<file path="config.mk">
export PLATFORM = sky130hd
export DESIGN_NAME = gelu_seq_ctrl
export DESIGN_NICKNAME = d
export VERILOG_FILES = /design/src/rtl/gelu_seq_pkg.sv /design/src/rtl/gelu_prefetch_fifo.sv /design/src/rtl/gelu_seq_ctrl.sv
export SDC_FILE = /design/constraint.sdc
export NUM_CORES = 1
export LEC_CHECK = 0
export CAP_MARGIN = 25
export CORE_AREA = 2 2 458 460
export DETAILED_ROUTE_END_ITERATION = 10
export DIE_AREA = 0 0 460 462
export PLACE_DENSITY = 0.39
export SYNTH_ARGS = -nofsm -noshare
export SYNTH_HDL_FRONTEND = slang
export SYNTH_HIERARCHICAL = 1
export SYNTH_SLANG_ARGS = --single-unit
</file>
<file path="constraint.sdc">
create_clock -name clk -period 11 [get_ports clk]
set_input_delay 2.2 -clock clk [delete_from_list [all_inputs] [get_ports clk]]
set_output_delay 2.2 -clock clk [all_outputs]
set_load 0.02 [all_outputs]
</file>
<file path="src/rtl/gelu_seq_pkg.sv">
// Shared types and constants for the GELU row sequencer.
// Rows are 32 int8 lanes; the default scales are the usual encoder-layer values.
package gelu_seq_pkg;

    localparam int ROW_LANES = 32;
    localparam int LANE_W    = 8;

    localparam logic [15:0] DEF_IN_SCALE  = 16'd2005;
    localparam logic [15:0] DEF_OUT_SCALE = 16'd1072;

    typedef enum logic [1:0] {
        IDLE   = 2'd0,
        RUN    = 2'd1,
        FINISH = 2'd2
    } seq_state_t;

    typedef struct packed {
        seq_state_t state;
        logic [1:0] fifo_count;
        logic       fifo_full;
        logic       fifo_empty;
        logic       rd_pending;
    } seq_dbg_t;

endpackage

</file>
<file path="src/rtl/gelu_prefetch_fifo.sv">
// Two-entry row FIFO between the source buffer read port and the GELU input.
// Pop is only issued on a non-empty FIFO and push only when the issue logic left room.
module gelu_prefetch_fifo #(
    parameter int W = 256
) (
    input  logic         clk,
    input  logic         rst,
    input  logic         push,
    input  logic [W-1:0] din,
    input  logic         pop,
    output logic [W-1:0] head,
    output logic         full,
    output logic         empty,
    output logic [1:0]   count
);

    logic [W-1:0] mem_q [2];
    logic         wr_ptr_q;
    logic         rd_ptr_q;
    logic [1:0]   count_q;

    always_ff @(posedge clk) begin
        if (!rst) begin
            mem_q[0] <= '0;
            mem_q[1] <= '0;
            wr_ptr_q <= 1'b0;
            rd_ptr_q <= 1'b0;
            count_q  <= 2'd0;
        end else begin
            if (push) begin
                mem_q[wr_ptr_q] <= din;
                wr_ptr_q        <= ~wr_ptr_q;
            end
            if (pop) begin
                rd_ptr_q <= ~rd_ptr_q;
            end
            count_q <= count_q + {1'b0, push} - {1'b0, pop};
        end
    end

    assign head  = mem_q[rd_ptr_q];
    assign count = count_q;
    assign full  = (count_q == 2'd2);
    assign empty = (count_q == 2'd0);

endmodule

</file>
<file path="src/rtl/gelu_seq_ctrl.sv">
// Streams a block of int8 rows from the source buffer through the shared GELU unit
// and writes the results, in order, to the destination buffer.
module gelu_seq_ctrl
    import gelu_seq_pkg::*;
#(
    parameter int DATA_W  = ROW_LANES * LANE_W,
    parameter int ADDR_W  = 10,
    parameter int SCALE_W = 16
) (
    input  logic               clk,
    input  logic               rst,
    input  logic               cfg_start,
    input  logic [ADDR_W-1:0]  cfg_src_base,
    input  logic [ADDR_W-1:0]  cfg_dst_base,
    input  logic [ADDR_W:0]    cfg_num_rows,
    input  logic [SCALE_W-1:0] cfg_in_scale,
    input  logic [SCALE_W-1:0] cfg_out_scale,
    output logic               busy,
    output logic               done,
    output logic               src_rd_en,
    output logic [ADDR_W-1:0]  src_rd_addr,
    input  logic [DATA_W-1:0]  src_rd_data,
    output logic               gelu_in_valid,
    input  logic               gelu_in_ready,
    output logic [DATA_W-1:0]  gelu_in_data,
    output logic [SCALE_W-1:0] gelu_in_scale,
    output logic [SCALE_W-1:0] gelu_out_scale,
    input  logic               gelu_out_valid,
    output logic               gelu_out_ready,
    input  logic [DATA_W-1:0]  gelu_out_data,
    output logic               dst_wr_en,
    output logic [ADDR_W-1:0]  dst_wr_addr,
    output logic [DATA_W-1:0]  dst_wr_data,
    output seq_dbg_t           dbg,
    output logic [ADDR_W:0]    dbg_in_cnt
);

    localparam logic [ADDR_W:0] CNT_ONE = 1;

    seq_state_t         state_q, state_d;
    logic [ADDR_W-1:0]  src_base_q, dst_base_q;
    logic [ADDR_W:0]    num_rows_q;
    logic [SCALE_W-1:0] in_scale_q, out_scale_q;
    logic [ADDR_W:0]    rd_cnt_q, in_cnt_q, out_cnt_q, wr_cnt_q;
    logic               rd_pending_q;
    logic               done_q;
    logic               dst_wr_en_q;
    logic [ADDR_W-1:0]  dst_wr_addr_q;
    logic [DATA_W-1:0]  dst_wr_data_q;

    logic               start_acc, in_hs, out_hs;
    logic               fifo_full, fifo_empty;
    logic [1:0]         fifo_count;
    logic [2:0]         fifo_occ;

    gelu_prefetch_fifo #(.W(DATA_W)) u_fifo (
        .clk   (clk),
        .rst   (rst),
        .push  (rd_pending_q),
        .din   (src_rd_data),
        .pop   (in_hs),
        .head  (gelu_in_data),
        .full  (fifo_full),
        .empty (fifo_empty),
        .count (fifo_count)
    );

    // Valid/ready: a transfer happens on a cycle where both are high; once
    // gelu_in_valid rises it and gelu_in_data hold until gelu_in_ready is seen.
    assign gelu_in_valid  = !fifo_empty;
    assign in_hs          = gelu_in_valid && gelu_in_ready;
    assign busy           = (state_q == RUN);
    assign gelu_out_ready = busy;
    assign out_hs         = gelu_out_valid && gelu_out_ready;
    assign start_acc      = (state_q == IDLE) && cfg_start;

    // Rows held or in flight, less the one leaving this cycle, must leave a free slot.
    assign fifo_occ    = {1'b0, fifo_count} + {2'b0, rd_pending_q} - {2'b0, in_hs};
    assign src_rd_en   = busy && (rd_cnt_q < num_rows_q) && (fifo_occ < 3'd2);
    assign src_rd_addr = src_base_q + rd_cnt_q[ADDR_W-1:0];

    always_comb begin
        state_d = state_q;
        case (state_q)
            IDLE: begin
                if (cfg_start) begin
                    state_d = (cfg_num_rows == '0) ? FINISH : RUN;
                end
            end
            RUN: begin
                if (dst_wr_en_q && ((wr_cnt_q + CNT_ONE) == num_rows_q)) begin
                    state_d = FINISH;
                end
            end
            FINISH:  state_d = IDLE;
            default: state_d = IDLE;
        endcase
    end

    always_ff @(posedge clk) begin
        if (!rst) begin
            state_q       <= IDLE;
            src_base_q    <= '0;
            dst_base_q    <= '0;
            num_rows_q    <= '0;
            in_scale_q    <= '0;
            out_scale_q   <= '0;
            rd_cnt_q      <= '0;
            in_cnt_q      <= '0;
            out_cnt_q     <= '0;
            wr_cnt_q      <= '0;
            rd_pending_q  <= 1'b0;
            done_q        <= 1'b0;
            dst_wr_en_q   <= 1'b0;
            dst_wr_addr_q <= '0;
            dst_wr_data_q <= '0;
        end else begin
            state_q      <= state_d;
            rd_pending_q <= src_rd_en;
            done_q       <= (state_q == FINISH);
            dst_wr_en_q  <= out_hs;
            if (start_acc) begin
                src_base_q  <= cfg_src_base;
                dst_base_q  <= cfg_dst_base;
                num_rows_q  <= cfg_num_rows;
                in_scale_q  <= cfg_in_scale;
                out_scale_q <= cfg_out_scale;
                rd_cnt_q    <= '0;
                in_cnt_q    <= '0;
                out_cnt_q   <= '0;
                wr_cnt_q    <= '0;
            end else begin
                if (src_rd_en)   rd_cnt_q  <= rd_cnt_q + CNT_ONE;
                if (in_hs)       in_cnt_q  <= in_cnt_q + CNT_ONE;
                if (out_hs)      out_cnt_q <= out_cnt_q + CNT_ONE;
                if (dst_wr_en_q) wr_cnt_q  <= wr_cnt_q + CNT_ONE;
            end
            // Address comes from the accepted-output count so back-to-back writes never collide.
            if (out_hs) begin
                dst_wr_addr_q <= dst_base_q + out_cnt_q[ADDR_W-1:0];
                dst_wr_data_q <= gelu_out_data;
            end
        end
    end

    assign done           = done_q;
    assign dst_wr_en      = dst_wr_en_q;
    assign dst_wr_addr    = dst_wr_addr_q;
    assign dst_wr_data    = dst_wr_data_q;
    assign gelu_in_scale  = in_scale_q;
    assign gelu_out_scale = out_scale_q;
    assign dbg_in_cnt     = in_cnt_q;
    assign dbg = '{state: state_q, fifo_count: fifo_count, fifo_full: fifo_full,
                   fifo_empty: fifo_empty, rd_pending: rd_pending_q};

endmodule

</file>
# Yosys cells after proc, flatten, opt, wreduce, memory -nomap -nowiden
# Memories as Yosys holds them, arrays and structs flattened. A register that Yosys moved wholly into a read port is not among the register bits.
# Index checks and enable logic that the tools add are counted.
# W data, S select, Z words.
dict set report op_classes {
  n_addsub 10
  order_cmp 2
  n_eq_ne 6
  n_mux 13
  bitwise_logic 3
  reduce_logical 13
}
# op count
set ops {}
lappend ops {{$mux W256} 1}
lappend ops {{$reduce_or A256 Y1} 1}
lappend ops {{$add A11 B1 Y11 const B} 4}
lappend ops {{$add A10 B10 Y10} 2}
lappend ops {{$eq A11 B11 Y1} 1}
lappend ops {{$logic_not A11 Y1} 1}
lappend ops {{$lt A11 B11 Y1} 1}
lappend ops {{$mux W1} 8}
lappend ops {{$logic_and A1 B1 Y1} 6}
lappend ops {{$mux W2} 3}
lappend ops {{$eq A2 B2 Y1 const B} 2}
lappend ops {{$logic_not A2 Y1} 2}
lappend ops {{$pmux W2 S2} 1}
lappend ops {{$add A2 B1 Y3} 1}
lappend ops {{$lt A3 B2 Y1 const B} 1}
lappend ops {{$not A1 Y1} 3}
lappend ops {{$sub A3 B1 Y3} 1}
lappend ops {{$add A2 B1 Y2} 1}
lappend ops {{$eq A2 B1 Y1 const B} 1}
lappend ops {{$ne A2 B1 Y1 const B} 1}
lappend ops {{$ne A2 B2 Y1 const B} 1}
lappend ops {{$reduce_and A2 Y1} 1}
lappend ops {{$reduce_or A2 Y1} 1}
lappend ops {{$sub A2 B1 Y2} 1}
lappend ops {{$logic_not A1 Y1} 1}
dict set report totals {
  register_bits 382
  ram_bits 512
  input_bits 580
  output_inout_bits 588
  wordCells 66
  n_memories 1
}
# name depth width read_ports rd_clocked_by_memory_dff write_ports line
set mem_list {}
lappend mem_list {u_fifo.mem_q 2 256 1 1 2 gelu_prefetch_fifo.sv:17} ;# logic [W-1:0] mem_q [2];

# Depth between registers and ports, before layout
# Gate-level depths: netlist of run 1.
dict set report depth {
  ltp_word 6
  mapped_depth 12
  depth_no_buf 11
}

# By module
# Netlist of run 1, hierarchy kept.
# mod n_inst cells_each area_per_inst_um2 seq_area_each_um2
set by_module_without_submodules {}
lappend by_module_without_submodules {gelu_prefetch_fifo 1 1673 22281.4 15474.8}
lappend by_module_without_submodules {gelu_seq_ctrl 1 1837 15432.3 7547.2}

# Worst setup path before layout of run 1
# OpenSTA, ideal clock, no wires.
dict set report synth_timing {
  path_type {input to register}
  from {in rst}
  to {mem u_fifo.mem_q[1][0], enable pin}
  setup_time_ns 1.979
  arrival_ns 6.657
  required_ns 9.021
  setup_slack_ns 2.363
  stages 3
  n_path_buf 2
  path_cell_list {buf_2 > buf_2 > nand2_1}
}
# item line
set synth_rtl {}
lappend synth_rtl {{from (decl)} gelu_seq_ctrl.sv:11} ;# input logic rst,
lappend synth_rtl {{to (decl)} gelu_prefetch_fifo.sv:17}

# Worst setup path after layout of run 1
dict set report layout_timing {
  from {in gelu_in_ready}
  to {out src_rd_en}
}
dict set report layout_between {
  elab_chain_len 4
}
# item line
set layout_lines {}
lappend layout_lines {{from (decl)} gelu_seq_ctrl.sv:24} ;# input logic gelu_in_ready,
lappend layout_lines {{$logic_and A1 B1 Y1} gelu_seq_ctrl.sv:71} ;# assign in_hs = gelu_in_valid && gelu_in_ready;
lappend layout_lines {{$sub A3 B1 Y3} gelu_seq_ctrl.sv:78} ;# assign fifo_occ = {1'b0, fifo_count} + {2'b0, rd_pending_q} - {2'b0, in_hs};
lappend layout_lines {{$lt A3 B2 Y1} gelu_seq_ctrl.sv:79} ;# assign src_rd_en = busy && (rd_cnt_q < num_rows_q) && (fifo_occ < 3'd2);
lappend layout_lines {{$logic_and A1 B1 Y1} gelu_seq_ctrl.sv:79}
lappend layout_lines {{to (decl)} gelu_seq_ctrl.sv:20} ;# output logic src_rd_en,
# No other way between the ends.

==> impl_metrics.py, run 1 <==
metrics = {
    "run_status": {
        "status": "finished, final reports clean",
    },
    "power": {
        "peakVddDrop_mv": 0.118,
        "cellLeakagePower_nw": 19.3,
        "power_density_nw_per_um2": 184,
        "total_power_mw": 10.2,
    },
    "logic_synthesis": {
        "ys_dominant_reg_cell": "edfxtp_1",
        "synthArstFlopShare": 0,
        "syn_nets": 4128,
        "synth_cells": 3510,
        "synth.most_common_cell": "nand2_1",
        "synth_top_area_frac": 0.408,
        "yosysTopAreaCell": "edfxtp_1",
        "syn_area_per_cell_sq_um": 10.7,
        "synth.cell_area_sq_um": 37700,
        "ys_seq_elements": 894,
        "synthTopCellsByArea": "edfxtp_1 41%, dfxtp_1 20%, nand2_1 9.3%",
        "synth_common_cells": "933 x nand2_1, 565 x nor2_1, 512 x edfxtp_1",
        "ys_types": 62,
        "ys_warn_count": 6,
        "synth_edf_count": 512,
        "seq_area_frac_synth": 0.610,
    },
    "setup_path": {
        "critPathKind": "in2out",
        "critical_path.max_fanout": 8,
        "critical_path.cell_chain": "clkdlybuf4s50_1 -> nor2b_1 -> ha_1 -> nor2b_1 -> fa_1 -> nor2_1 -> and4_1 -> o221ai_2 -> a21oi_2 -> clkdlybuf4s50_1",
        "end_kind": "primary output",
        "crit_path_start_kind": "input pin",
        "cpMaxStageDelayCell": "clkdlybuf4s50_1",
        "required_ns": 8.80,
        "max_stage_delay_ns": 0.68,
        "arrival_ns": 5.75,
    },
    "finish": {
        "fin_util": 0.266,
        "multi_input_area_sq_um": 13200,
        "drive_above_1_share": 0.104,
        "nets": 5206,
        "final-seq-area_sq_um": 23000,
        "fillers": 22235,
        "syn_to_final_growth_pct": 47.0,
    },
    "timing": {
        "finClkSkew_ns": 0.0661,
        "max_clock_freq_ghz": 0.126,
        "fin_crit_ns": 7.95,
        "finalSetupViolations": 0,
        "hold_viol_final": 0,
        "grt_setup_unrepaired": "no",
        "slew-limit-headroom": 0.306,
        "setup_slack_ns": 3.05,
        "period_share": 0.723,
        "setup_tns_ns": 0,
        "worstMarginPinSlew_ns": 1.04,
        "slew_viol_final": 0,
    },
    "global_route": {
        "grt_pass1_vias": 29659,
        "grt_use_total": 0.153,
        "antenna_found_initial": 89,
        "grt_pass1_wl_mm": 232,
        "grt_start_max_net_pins": 171,
        "grt-ovfl-total": 0,
    },
    "drt": {
        "via_per_inst": 3.99,
        "wl_per_cell_um": 23.1,
        "dr.first_iter.drc_count": 1490,
        "wirelength_mm": 172,
        "dr_total_vias": 29596,
        "drtPass1Iterations": 5,
        "remaining_drc_errors": 0,
        "drt.antenna.violating_nets": 0,
    },
    "placed_design": {
        "dpl_worst_slack_ns": 3.03,
        "dp_hpwl_mm": 124,
        "gpl.final_weighted_congestion": 0.785,
        "io_buffers": 1167,
    },
    "run": {
        "maxCapViolations": 0,
    },
    "clock_tree": {
        "clk_latency_ns": 0.76,
        "hold_buffers": 0,
        "cts-root-buf": "clkbuf_16",
        "clock_sinks": 894,
        "h-tree-depth": 3,
        "cts_buffers": 113,
        "cts_setup_buffers": 0,
        "cts_resized": 0,
        "cts_tree": "built",
        "clock_path_buffers": 3,
        "clkTransAtPathRegs_ns": 0.06,
    },
    "worst_hold_path": {
        "hold_class": "reg2reg",
    },
    "floorplan": {
        "die_w_um": 460,
        "die_h_um": 462,
        "ios": 1168,
        "start_util": 0.181,
        "num_rows": 168,
        "fp.coreArea_sq_um": 208000,
        "dieArea_sq_um": 213000,
    },
}
==> worst paths after layout <==
kind	startpoint	cells past startpoint	slack [ns]	endpoint
worst min register to register	dst_wr_data[36]$_SDFFE_PN0P_	2	0.46	dst_wr_data[36]$_SDFFE_PN0P_
worst min-delay path	dst_wr_data[36]$_SDFFE_PN0P_	2	0.46	dst_wr_data[36]$_SDFFE_PN0P_
worst max register to register	rd_pending_q$_SDFF_PN0_	5	7.07	u_fifo/mem_q[0][75]$_SDFFCE_PN0P_
worst max-delay path	gelu_in_ready	10	3.05	src_rd_en
==> state kept, by name, summed over array words and instances, names as in the netlist, named ones only <==
name	flops
out_cnt_q	10
u_fifo/wr_ptr_q	1
src_base_q	10
u_fifo/rd_ptr_q	1
rd_pending_q	1
u_fifo/count	2
dbg_in_cnt	11
gelu_in_scale	16
dst_wr_addr	10
gelu_out_scale	16
done	1
u_fifo/mem_q	512
wr_cnt_q	11
dst_base_q	10
dst_wr_en	1
num_rows_q	11
state_q	2
dst_wr_data	256
rd_cnt_q	11
==> layout by cell type, fill, tap and decap left out, drive strengths merged, types with 22 or more instances in the layout <==
master,count
edfxtp,512
dfxtp,382
a21boi,322
mux2,256
nor2,565
xor2,36
xnor2,29
inv,22
buf,40
clkdlybuf4s50,1166
clkbuf,153
nand2,933
diode,26
ha,35
clkinv,41
==> area by class of cell <==
| cell class | count | area share |
|---|---|---|
| Tap cell | 2720 | 0.0614 |
| Inverter | 18 | 0.00122 |
| Clock inverter | 54 | 0.00788 |
| Clock buffer | 153 | 0.0568 |
| Timing Repair Buffer | 1206 | 0.217 |
| Multi-Input combinational cell | 2355 | 0.239 |
| Antenna cell | 26 | 0.00117 |
| Sequential cell | 894 | 0.415 |
==> cell families (layout without fill, tap and decap cells) <==
logic type / after synthesis / after routing / synth area share
other cells: 0 / 26 / 0
simple gates: 1596 / 1596 / 0.166
xor+xnor: 66 / 66 / 0.0157
mux: 261 / 261 / 0.0778
buf+inv: 261 / 1431 / 0.0395
flops: 894 / 894 / 0.610
compound gates: 394 / 394 / 0.0776
fa+ha+maj: 38 / 38 / 0.0132
==> per-stage QoR <==
| stage | area (sq um) | hold WS, ns | cells |
|---|---|---|---|
| 3_3_place_gp | 51800 | 0.452 | 7192 |
| 6_report | 55400 | 0.462 | 7426 |
| 5_1_grt | 55400 | 0.479 | 7414 |
| 4_1_cts | 55300 | 0.465 | 7399 |
| 2_1_floorplan | 37700 | 0.448 | 3510 |
| 3_5_place_dp | 51800 | 0.458 | 7192 |
==> worst max-delay path, delay by kind of cell <==
kind	cells	cell delay, ns
adder cells (fa/ha/maj)	2	0.79
AO/OA/AOI/OAI	2	0.56
AND/OR/NAND/NOR	4	1.06
buffers and inverters	2	1.14
==> layer usage <==
metal,up-vias,share of wire,GRT usage
met4,42,0.027,0.0482
met5,-,0.0014,0
met3,299,0.11,0.0714
li1,13991,-,-
met1,14165,0.37,0.163
met2,1099,0.49,0.269
==> power by group <==
part	switching, mW	internal (mW)
logic	1.45	1.19
registers	0.117	3.82
clock network	1.56	2.07
(Power assumes the default switching activity.)
==> inputs of run 2 (changes only) <==
clock period = 8.15 ns   (was 11 ns; I/O delays follow)
==> impl_metrics.py, run 2 (synthesis results as in run 1) <==
metrics = {
    "setup_path": {
        "critical_path.max_fanout": 8,
        "end_kind": "primary output",
        "critPathKind": "in2out",
        "crit_path_start_kind": "input pin",
        "arrival_ns": 4.87,
        "required_ns": 6.52,
    },
    "timing": {
        "fin_crit_ns": 6.50,
        "grt_setup_unrepaired": "no",
        "setup_tns_ns": 0,
        "finClkSkew_ns": 0.0684,
        "max_clock_freq_ghz": 0.154,
        "worstMarginPinSlew_ns": 1.46,
        "period_share": 0.797,
        "slew_viol_final": 0,
        "hold_viol_final": 0,
        "finalSetupViolations": 0,
        "slew-limit-headroom": 0.0295,
    },
    "finish": {
        "fillers": 22193,
        "syn_to_final_growth_pct": 47.2,
        "nets": 5205,
        "largest_register_ffs": 512,
        "top_register": "u_fifo/mem_q",
        "fin_util": 0.267,
        "fin_cells": 7425,
        "layout_common_cells": "1166 x clkdlybuf4s50_1, 927 x nand2_1, 565 x nor2_1",
        "final_common_cell": "clkdlybuf4s50_1",
        "drive_above_1_share": 0.104,
    },
    "placed_design": {
        "gpl.final_weighted_congestion": 0.795,
        "io_buffers": 1167,
        "dp.cells": 7190,
        "dp_hpwl_mm": 123,
    },
    "global_route": {
        "grt_start_max_net_pins": 193,
        "grt_pass1_vias": 29747,
        "grt_use_total": 0.153,
        "grt-ovfl-total": 0,
        "antenna_found_initial": 97,
        "grt_pass1_wl_mm": 233,
    },
    "clock_tree": {
        "cts_buffers": 115,
        "cts-root-buf": "clkbuf_16",
        "clock_sinks": 894,
        "cts_setup_buffers": 0,
        "hold_buffers": 0,
        "clkTransAtPathRegs_ns": 0.06,
        "cts_resized": 0,
        "clock_path_buffers": 3,
        "h-tree-depth": 3,
        "clk_latency_ns": 0.77,
        "cts_tree": "built",
    },
    "drt": {
        "via_per_inst": 4.00,
        "drtPass1Iterations": 5,
        "dr_total_vias": 29736,
        "wl_per_cell_um": 23.0,
        "dr.first_iter.drc_count": 1422,
        "remaining_drc_errors": 0,
        "drt.antenna.violating_nets": 0,
        "wirelength_mm": 171,
    },
    "floorplan": {
        "die_w_um": 460,
        "num_rows": 168,
        "ios": 1168,
        "start_util": 0.181,
        "dieArea_sq_um": 213000,
        "fp.coreArea_sq_um": 208000,
        "die_h_um": 462,
    },
    "power": {
        "peakVddDrop_mv": 0.168,
        "cellLeakagePower_nw": 19.4,
        "total_power_mw": 13.9,
        "power_density_nw_per_um2": 250,
    },
    "run_status": {
        "status": "finished, final reports clean",
    },
    "worst_hold_path": {
        "hold_class": "reg2reg",
    },
    "run": {
        "maxCapViolations": 0,
    },
}
## run 2: cell types whose count changed in the layout (fill, tap and decap cells not counted), moves of 2 or more
| cell | change |
|---|---|
| clkbuf_1 | +2 |
| buf_4 | -9 |
| diode_2 | -4 |
| clkinvlp_4 | -4 |
| buf_12 | +6 |
| clkinv_1 | +4 |
| clkinv_2 | +2 |
## run 2: final timing paths
check,from,endpoint,slack [ns],cells past startpoint
setup / recovery,gelu_in_ready,src_rd_en,1.65,11
hold / removal,gelu_in_scale[2]$_SDFFE_PN0P_,gelu_in_scale[2]$_SDFFE_PN0P_,0.46,2
setup reg to reg,rd_pending_q$_SDFF_PN0_,u_fifo/mem_q[0][77]$_SDFFCE_PN0P_,4.43,5
hold reg to reg,gelu_in_scale[2]$_SDFFE_PN0P_,gelu_in_scale[2]$_SDFFE_PN0P_,0.46,2
## run 2: area by class of cell
cell class	count	area, sq um	area share
flip-flops and latches	894	23000	0.415
multi-input cells	2355	13200	0.239
repair buffers	1203	12100	0.218
well taps	2720	3400	0.0613
clock buffers	155	3170	0.0571
clock inverters	58	472	0.00849
inverters	18	67.6	0.00122
diodes	22	55.1	0.000991
## run 2: worst max-delay path, cell delays in order
cell and delay (ns):
clkdlybuf4s50_1 0.44, nor2b_1 0.16, buf_4 0.19, ha_1 0.25, nor2b_1 0.18, fa_1 0.47, nor2_1 0.09, and4_1 0.23
o221ai_2 0.18, a21oi_2 0.37, clkdlybuf4s50_1 0.69
## run 2: where the power goes
part	internal (mW)	leakage (nW)	switching, mW
Clock	2.82	1.80	2.15
Combinational	1.62	9.14	1.96
Sequential	5.16	8.42	0.149
Total	9.60	19.4	4.26
## run 2: stage by stage
step / setup WS [ns] / instance area (sq um) / hold slack [ns]
finish: 1.65 / 55500 / 0.464
floorplan: 0.0835 / 37700 / 0.448
CTS: 1.56 / 55500 / 0.467
global route: 1.40 / 55500 / 0.483
global placement: 1.46 / 51800 / 0.452
detailed placement: 1.58 / 51800 / 0.461
## run 2: layer usage
metal  part of all wire  wire length (um)  up-vias  global-route usage
met5             0.0016               276        -                   0
met1               0.37             64200    14342               0.166
met3               0.10             17500      317              0.0674
li1                   -                 -    13981                   -
met4              0.028              4710       42              0.0519
met2               0.49             84500     1054               0.265
==> inputs of run 3 (changes only) <==
CORE_AREA = 2 2 451 453   (was 2 2 458 460)
DIE_AREA = 0 0 453 455   (was 0 0 460 462)
PLACE_DENSITY = 0.41   (was 0.39)
clock period = 5.61 ns   (was 8.15 ns; I/O delays follow)
==> impl_metrics.py, run 3 (synthesis results as in run 1) <==
metrics = {
    "global_route": {
        "antenna_found_initial": 69,
        "grt_start_max_net_pins": 153,
        "grt_pass1_wl_mm": 225,
        "grt_pass1_vias": 30197,
        "grt_use_total": 0.152,
        "grt-ovfl-total": 0,
    },
    "timing": {
        "fin_crit_ns": 5.27,
        "setup_slack_ns": 0.343,
        "max_clock_freq_ghz": 0.190,
        "slew-limit-headroom": 0.344,
        "hold_viol_final": 0,
        "whs_ns": 0.463,
        "finClkSkew_ns": 0.0498,
        "grt_setup_unrepaired": "no",
        "worstMarginPinSlew_ns": 0.984,
        "setup_tns_ns": 0,
        "finalSetupViolations": 0,
        "period_share": 0.939,
        "slew_viol_final": 0,
    },
    "clock_tree": {
        "cts-root-buf": "clkbuf_16",
        "h-tree-depth": 3,
        "clkTransAtPathRegs_ns": 0.06,
        "hold_buffers": 0,
        "cts_resized": 0,
        "cts_buffers": 113,
        "clk_latency_ns": 0.77,
        "clock_path_buffers": 3,
        "clock_sinks": 894,
        "cts_tree": "built",
        "cts_setup_buffers": 0,
    },
    "setup_path": {
        "crit_path_start_kind": "input pin",
        "critical_path.max_fanout": 6,
        "end_kind": "primary output",
        "required_ns": 4.49,
        "critPathKind": "in2out",
        "arrival_ns": 4.14,
    },
    "power": {
        "seqPwrFrac": 0.373,
        "cellLeakagePower_nw": 19.6,
        "clkPwrFrac": 0.376,
        "peakVddDrop_mv": 0.285,
        "swShare": 0.297,
        "power_density_nw_per_um2": 369,
        "power.switching_mw": 6.14,
        "total_power_mw": 20.7,
        "power_frac_comb": 0.251,
        "p_int_mw": 14.5,
    },
    "placed_design": {
        "gpl.final_weighted_congestion": 0.785,
        "io_buffers": 1167,
        "dpl_worst_slack_ns": 0.365,
        "dp_hpwl_mm": 117,
        "placed_cell_area_sq_um": 51900,
    },
    "drt": {
        "dr.first_iter.drc_count": 1465,
        "drt.antenna.violating_nets": 0,
        "wl_per_cell_um": 22.2,
        "drtPass1Iterations": 7,
        "wirelength_mm": 164,
        "via_per_inst": 4.00,
        "dr_total_vias": 29500,
        "remaining_drc_errors": 0,
    },
    "floorplan": {
        "dieArea_sq_um": 206000,
        "ios": 1168,
        "start_util": 0.187,
        "fp.coreArea_sq_um": 201000,
        "die_h_um": 455,
        "die_w_um": 453,
        "num_rows": 165,
    },
    "run_status": {
        "status": "finished, final reports clean",
    },
    "finish": {
        "final_common_cell": "clkdlybuf4s50_1",
        "largest_register_ffs": 512,
        "syn_to_final_growth_pct": 48.4,
        "layout_common_cells": "1166 x clkdlybuf4s50_1, 928 x nand2_1, 565 x nor2_1",
        "nets": 5213,
        "drive_above_1_share": 0.107,
        "top_register": "u_fifo/mem_q",
        "final_area_sq_um": 56000,
    },
    "worst_hold_path": {
        "hold_class": "reg2reg",
    },
    "run": {
        "maxCapViolations": 0,
    },
}
[run 3: cell types whose count changed in the layout (fill, tap and decap cells not counted), moves of 3 or more]
cell | previous run | this run
clkbuf_16 | 116 | 113
buf_12 | 9 | 16
clkbuf_8 | 12 | 8
bufinv_16 | 3 | 18
clkbuf_1 | 27 | 18
diode_2 | 22 | 18
buf_4 | 26 | 29
inv_16 | 3 | 0
clkinv_16 | 2 | 6
clkinv_2 | 25 | 19
[run 3: worst paths after layout]
check,start,to,slack [ns],depth (start not counted)
worst min-delay path,gelu_out_scale[0]$_SDFFE_PN0P_,gelu_out_scale[0]$_SDFFE_PN0P_,0.46,2
worst max register to register,u_fifo/count[1]$_SDFF_PN0_,rd_cnt_q[9]$_SDFFE_PP0P_,2.59,11
worst max-delay path,gelu_in_ready,src_rd_en,0.34,10
worst min register to register,gelu_out_scale[0]$_SDFFE_PN0P_,gelu_out_scale[0]$_SDFFE_PN0P_,0.46,2
[run 3: power by group through the flow]
stage	Sequential, mW	Combinational, mW	Clock, mW
finish	7.71	5.19	7.76
detailed placement	7.86	5.27	0
CTS	7.72	5.30	8.06
global placement	7.84	5.30	0
floorplan	7.92	2.68	0
global route	7.77	5.49	8.29
[run 3: per-stage QoR]
stage           util  instances
5_1_grt        0.278       7376
2_1_floorplan      -       3510
6_report       0.278       7381
4_1_cts        0.278       7362
3_3_place_gp   0.258       7151
3_5_place_dp   0.258       7151
[run 3: area by class of cell]
cell class	instances	area [sq um]
fill	21286	145000
multi-input combinational	2355	13300
timing repair buffer	1213	12300
sequential	894	23000
tap	2672	3340
inverter	18	67.6
clock buffer	139	3010
antenna	18	45.0
clock inverter	72	980
[run 3: worst max-delay path, cell delays in order]
cell and delay (ns):
clkdlybuf4s50_1 0.52, nor2b_1 0.23, ha_1 0.26, nor2b_1 0.17, fa_1 0.46, nor2_1 0.10
and4_1 0.24, o221ai_2 0.19, a21oi_2 0.18, clkdlybuf4s50_1 0.67
[run 3: per-layer routing]
layer	wire, um	share of wire	track usage
met5	179	0.0011	0
met4	4320	0.026	0.0463
met3	13400	0.082	0.0528
met2	86600	0.53	0.283
met1	59200	0.36	0.158
